--- src/rtl/pc_redirect_unit.sv ---
// Program-counter register and redirect sequencer: PC advance, J/JAL/JR/branch redirects,
// wrong-path FLUSH window and JAL link write. Optional return-address stack under JR_RAS_EN.
module pc_redirect_unit #(
  parameter logic [31:0] RESET_PC     = 32'h0000_0000,
  parameter int unsigned FLUSH_CYCLES = 1,
  parameter int unsigned RAS_DEPTH    = 4
) (
  input  logic        CLK,
  input  logic        RST,
  input  logic        STALL,
  input  logic        JUMP,
  input  logic        JAL,
  input  logic        JR,
  input  logic        BRANCH_TAKEN,
  input  logic [31:0] INST,
  input  logic [31:0] RS_VAL,
  output logic [31:0] PC,
  output logic [31:0] PC_PLUS4,
  output logic        FLUSH,
  output logic [31:0] RA_OUT,
  output logic        RA_WE
);

  typedef enum logic [0:0] {
    ST_RUN      = 1'b0,
    ST_FLUSHING = 1'b1
  } state_t;

  localparam logic [2:0] FLUSH_INIT = 3'(FLUSH_CYCLES - 32'd1);

  state_t      state_r;
  state_t      state_nxt_s;
  logic [31:0] pc_r;
  logic [31:0] pc_nxt_s;
  logic        flush_r;
  logic        flush_nxt_s;
  logic [2:0]  cnt_r;
  logic [2:0]  cnt_nxt_s;
  logic [31:0] ra_r;
  logic [31:0] ra_nxt_s;
  logic        ra_we_r;
  logic        ra_we_nxt_s;

  logic        run_go_s;
  logic        sel_jr_s;
  logic        sel_jump_s;
  logic        sel_br_s;
  logic        link_s;
  logic        redirect_s;
  logic [31:0] pc_plus4_s;
  logic [31:0] jump_target_s;
  logic [31:0] br_target_s;
  logic [31:0] jr_target_s;
  logic [31:0] target_s;
  logic        unused_cfg_s;

  // Only one request can win, and only in RUN on an unstalled cycle
  assign run_go_s      = (state_r == ST_RUN) && !STALL;
  assign sel_jr_s      = run_go_s && JR;
  assign sel_jump_s    = run_go_s && !JR && JUMP;
  assign sel_br_s      = run_go_s && !JR && !JUMP && BRANCH_TAKEN;
  assign link_s        = sel_jump_s && JAL;
  assign redirect_s    = sel_jr_s || sel_jump_s || sel_br_s;

  assign pc_plus4_s    = pc_r + 32'd4;
  assign jump_target_s = {pc_r[31:26], INST[25:0]};
  assign br_target_s   = pc_plus4_s + {{14{INST[15]}}, INST[15:0], 2'b00};
  assign unused_cfg_s  = ^{INST[31:26], RAS_DEPTH};

`ifdef JR_RAS_EN
  localparam int RAS_AW = (RAS_DEPTH > 32'd1) ? $clog2(RAS_DEPTH) : 1;

  logic [31:0]       ras_mem_r [RAS_DEPTH];
  logic [RAS_AW-1:0] ras_wp_r;
  logic [RAS_AW:0]   ras_cnt_r;
  logic [RAS_AW-1:0] ras_top_s;
  logic              ras_empty_s;
  logic              ras_full_s;
  logic              ras_push_s;
  logic              ras_pop_s;

  assign ras_top_s   = ras_wp_r - RAS_AW'(1);
  assign ras_empty_s = (ras_cnt_r == (RAS_AW+1)'(0));
  assign ras_full_s  = (ras_cnt_r == (RAS_AW+1)'(RAS_DEPTH));
  // Push and pop only happen on a winning request, so STALL and FLUSHING suppress them
  assign ras_push_s  = link_s;
  assign ras_pop_s   = sel_jr_s && (INST[25:21] == 5'd31) && !ras_empty_s;
  assign jr_target_s = ras_pop_s ? ras_mem_r[ras_top_s] : RS_VAL;

  // Stack pointer and occupancy; a full stack overwrites its oldest entry
  always_ff @(posedge CLK) begin
    if (RST) begin
      ras_wp_r  <= RAS_AW'(0);
      ras_cnt_r <= (RAS_AW+1)'(0);
    end else if (ras_push_s) begin
      ras_wp_r  <= ras_wp_r + RAS_AW'(1);
      ras_cnt_r <= ras_full_s ? ras_cnt_r : ras_cnt_r + (RAS_AW+1)'(1);
    end else if (ras_pop_s) begin
      ras_wp_r  <= ras_top_s;
      ras_cnt_r <= ras_cnt_r - (RAS_AW+1)'(1);
    end else begin
      ras_wp_r  <= ras_wp_r;
      ras_cnt_r <= ras_cnt_r;
    end
  end

  // Stack storage; validity is tracked by the occupancy count, so no reset needed
  always_ff @(posedge CLK) begin
    if (ras_push_s && !RST) begin
      ras_mem_r[ras_wp_r] <= pc_plus4_s;
    end
  end
`else
  assign jr_target_s = RS_VAL;
`endif

  // Redirect target mux
  always_comb begin
    target_s = pc_plus4_s;
    if (sel_jr_s) begin
      target_s = jr_target_s;
    end else if (sel_jump_s) begin
      target_s = jump_target_s;
    end else if (sel_br_s) begin
      target_s = br_target_s;
    end else begin
      target_s = pc_plus4_s;
    end
  end

  // State register
  always_ff @(posedge CLK) begin
    if (RST) begin
      state_r <= ST_RUN;
    end else begin
      state_r <= state_nxt_s;
    end
  end

  // Next-state logic
  always_comb begin
    state_nxt_s = state_r;
    case (state_r)
      ST_RUN: begin
        if (redirect_s) begin
          state_nxt_s = ST_FLUSHING;
        end else begin
          state_nxt_s = ST_RUN;
        end
      end
      ST_FLUSHING: begin
        if (!STALL && (cnt_r == 3'd0)) begin
          state_nxt_s = ST_RUN;
        end else begin
          state_nxt_s = ST_FLUSHING;
        end
      end
      default: state_nxt_s = ST_RUN;
    endcase
  end

  // Next values of the registered outputs and the flush counter
  always_comb begin
    pc_nxt_s    = pc_r;
    flush_nxt_s = flush_r;
    cnt_nxt_s   = cnt_r;
    ra_nxt_s    = ra_r;
    ra_we_nxt_s = 1'b0;
    case (state_r)
      ST_RUN: begin
        if (STALL) begin
          pc_nxt_s    = pc_r;
          flush_nxt_s = flush_r;
        end else if (redirect_s) begin
          pc_nxt_s    = target_s;
          flush_nxt_s = 1'b1;
          cnt_nxt_s   = FLUSH_INIT;
          if (link_s) begin
            ra_nxt_s    = pc_plus4_s;
            ra_we_nxt_s = 1'b1;
          end else begin
            ra_nxt_s    = ra_r;
            ra_we_nxt_s = 1'b0;
          end
        end else begin
          pc_nxt_s    = pc_plus4_s;
          flush_nxt_s = 1'b0;
        end
      end
      ST_FLUSHING: begin
        if (STALL) begin
          pc_nxt_s    = pc_r;
          flush_nxt_s = 1'b1;
        end else if (cnt_r == 3'd0) begin
          pc_nxt_s    = pc_plus4_s;
          flush_nxt_s = 1'b0;
        end else begin
          pc_nxt_s    = pc_plus4_s;
          flush_nxt_s = 1'b1;
          cnt_nxt_s   = cnt_r - 3'd1;
        end
      end
      default: begin
        pc_nxt_s    = pc_r;
        flush_nxt_s = 1'b0;
        cnt_nxt_s   = 3'd0;
      end
    endcase
  end

  // Datapath registers
  always_ff @(posedge CLK) begin
    if (RST) begin
      pc_r    <= RESET_PC;
      flush_r <= 1'b0;
      cnt_r   <= 3'd0;
      ra_r    <= 32'd0;
      ra_we_r <= 1'b0;
    end else begin
      pc_r    <= pc_nxt_s;
      flush_r <= flush_nxt_s;
      cnt_r   <= cnt_nxt_s;
      ra_r    <= ra_nxt_s;
      ra_we_r <= ra_we_nxt_s;
    end
  end

  assign PC       = pc_r;
  assign PC_PLUS4 = pc_plus4_s;
  assign FLUSH    = flush_r;
  assign RA_OUT   = ra_r;
  assign RA_WE    = ra_we_r;

endmodule
--- config.mk ---
export PLATFORM = sky130hd
export DESIGN_NAME = pc_redirect_unit
export DESIGN_NICKNAME = d
export VERILOG_FILES = /design/src/rtl/pc_redirect_unit.sv
export SDC_FILE = /design/constraint.sdc
export NUM_CORES = 1
export LEC_CHECK = 0
export CAP_MARGIN = 20
export CORE_MARGIN = 8
export CORE_UTILIZATION = 35
export DETAILED_ROUTE_END_ITERATION = 16
export PLACE_DENSITY_LB_ADDON = 0.3
export SYNTH_ARGS = -nofsm -noshare
export SYNTH_HDL_FRONTEND = slang
export SYNTH_SLANG_ARGS = --single-unit
--- constraint.sdc ---
create_clock -name CLK -period 8.1 [get_ports CLK]
set_input_delay 0.81 -clock CLK [delete_from_list [all_inputs] [get_ports CLK]]
set_output_delay 0.81 -clock CLK [all_outputs]
set_load 0.01 [all_outputs]
==> results.yml <==
timing:
  tightest_slew_ps: 1010
  setup_violations: 0
  finClkSkew_ps: 10.3
  max_freq_mhz: 212
  rsz0062_at_grt: "false"
  slew_headroom_pct: 32.5
  fin_crit_sh_pct: 58.4
  tns_ps: 0
  hold_viol_final: 0
  layout_min_cycle_time_ps: 4730
  slew_viol_final: 0
cts:
  clock_latency_ps: 350
  clock-sinks: 70
  path_clk_slew_ps: 60
  cts_resized: 0
  numCtsBuffers: 9
  cts_root_buf: "clkbuf_16"
  cts_setup_buffers: 0
  cts_tree: "built"
  hold_buffers: 0
  h-tree-depth: 3
  clockBufferDepth: 2
status:
  status: "finished clean"
setup_path:
  criticalPathCategory: "register to register"
  critPathLaunchType: "register"
  slowest_stage: "or4_4"
  endpoint_kind: "register"
  worstPathRequired_ps: 8310
  max_stage_delay_ps: 580
  arrival_ps: 4940
  cp_max_fo: 7
  path_cells: "ha_1, nand4_2, or4_4, nor2_1, and3_1, xnor2_1, inv_1, ha_1, a21o_1, a2111o_1, a31oi_1, o31ai_1, a21o_1, a221o_1, a21oi_1, xnor2_1, a21oi_1"
detailed_routing:
  wl_per_cell_um: 19.7
  vias_per_cell: 5.64
  routed_wl_um: 20100
  met1_length_um: 8960
  top_layer: "met4"
  route.met3.wl_um: 1640
  ant_nets: 0
  drt-initial-drc-count: 411
  drcViolationCount: 0
  wl_met2_um: 9180
  dr.pass1.iters: 4
  via_count: 5748
grt:
  antenna_found_initial: 0
  grt_max_degree: 73
  track_usage_pct: 20.5
  grt-ovfl-total: 0
  grt_pass1_wl_um: 31800
  grt_pass1_vias: 5708
synthesis:
  syn_inst: 691
  synth_cell_types: 65
  ys_seq_area_share_pct: 26.3
  synth_edf_count: 0
  async_flop_share_pct: 0
  synth_fp_nets: 801
  syn_area_sq_mm: 0.00533
  syn_avg_cell_area_sq_um: 7.71
  ys_ff_latch: 70
  ys_warn_count: 0
  synth-main-ff-cell: "dfxtp_1"
power:
  p_leak_nw: 2.96
  peakVddDrop_uv: 143
  power_mw: 1.21
  powerDensity_mw_per_mm2: 164
floorplanning:
  io_pins: 169
  die_w_um: 139
  start_util_pct: 35.4
  rows: 45
  die_h_um: 139
  core_sq_mm: 0.0150
  die_area_sq_mm: 0.0194
worst_hold_path:
  holdCritPathClass: "register to register"
placed_design:
  dp.final_hpwl_um: 14900
  gp_congestion: 0.860
  dpl_cell_area_sq_mm: 0.00705
  numPortBuffers: 162
cells_and_area:
  nets: 936
  final_area_sq_mm: 0.00738
  drive_gt1_share_pct: 4.33
  final_core_util_pct: 49.1
  syn_to_final_growth_pct: 38.4
  n_antenna_cell: 0
job:
  drv_cap: 0
## cells by family (layout without fill, tap and decap cells)
family	count (synthesis)	in the layout	share of synthesized area [%]
DFF	70	70	26.3
adders and majority gates	39	39	9.30
buffers and inverters	66	206	4.91
AOI/OAI and AO/OA	204	204	26.2
xor gates and xnor gates	52	52	8.90
and+or+nand+nor	258	258	24.0
muxes	2	2	0.376
## cell type report
cell class	count	area [sq um]
flip-flops and latches	70	1400
fillers	1466	7660
repair buffers	169	1660
clock buffers	10	239
well taps	188	235
multi-input cells	555	3670
clock inverters	6	92.6
inverters	21	78.8
## flip-flops by register name, summed over array words and instances (netlist names)
register	flops
PC	32
RA_OUT	32
cnt_r	3
FLUSH	1
RA_WE	1
state_r	1
## worst max-delay path: cells and delay by family (launching register included)
family	cells	cell delay (ps)
buffers and inverters	1	140
flip-flops	1	480
adder cells (fa/ha/maj)	2	710
AO/OA/AOI/OAI	8	1710
XOR/XNOR	2	330
AND/OR/NAND/NOR	4	1210
## routing by layer
metal | global-route usage [%] | vias up
li1 | - | 2809
met1 | 25.7 | 2716
met2 | 32.6 | 201
met3 | 7.01 | 22
met4 | 6.07 | 0
met5 | 0 | -
## final timing paths
kind	from	end	slack [ps]	depth (start not counted)
hold reg to reg	RA_OUT[4]$_SDFFE_PP0P_	RA_OUT[4]$_SDFFE_PP0P_	460	2
setup / recovery	PC[2]$_SDFFE_PP0P_	PC[31]$_SDFFE_PP0P_	3370	17
hold / removal	RA_OUT[4]$_SDFFE_PP0P_	RA_OUT[4]$_SDFFE_PP0P_	460	2
setup reg to reg	PC[2]$_SDFFE_PP0P_	PC[31]$_SDFFE_PP0P_	3370	17
## through the flow
step,hold slack (ps),setup slack (ps),std cells
4_1_cts,459,3400,1019
2_1_floorplan,454,3920,691
3_3_place_gp,444,3440,1003
5_1_grt,490,3120,1019
6_report,455,3370,1019
3_5_place_dp,451,3430,1003
## report_power, final
part	internal (mW)	leakage [nW]	total [mW]	switching (mW)
logic	0.175	2.23	0.374	0.199
clock network	0.280	0.155	0.452	0.172
registers	0.364	0.572	0.388	0.0241
total	0.818	2.96	1.21	0.395
## Yosys cell counts (all sizes together) (3+ instances only)
cell type	count	area, sq um
a31oi	9	56.3
o21a	3	22.5
nand4	12	87.6
o211ai	3	22.5
a22oi	7	52.6
a21o	21	158
nand2b	5	31.3
buf	9	47.5
nor3	38	213
nand3	16	92.6
inv	21	78.8
a211oi	19	143
o21ai	25	125
nand3b	4	30.0
and3	7	48.8
ha	38	475
nor4	6	43.8
dfxtp	70	1400
xor2	22	193
nor2	94	355
a221o	9	90.1
a221oi	22	193
xnor2	30	282
o2bb2ai	3	26.3
a21oi	57	285
and4	4	35.0
nand2	49	186
nor2b	14	87.6
a211o	4	35.0
clkbuf	36	135
a2111oi	3	27.5
## layout by cell type, fill, tap and decap left out, types with 21 or more instances in the layout
| cell type | instances |
|---|---|
| inv_1 | 21 |
| dfxtp_1 | 70 |
| a21oi_1 | 57 |
| o21ai_0 | 25 |
| xor2_1 | 22 |
| a21o_1 | 21 |
| nor3_1 | 36 |
| nor2_1 | 93 |
| a221oi_1 | 22 |
| xnor2_1 | 29 |
| ha_1 | 38 |
| nand2_1 | 48 |
| clkdlybuf4s50_1 | 160 |
Power figures use the tool's default switching activity.
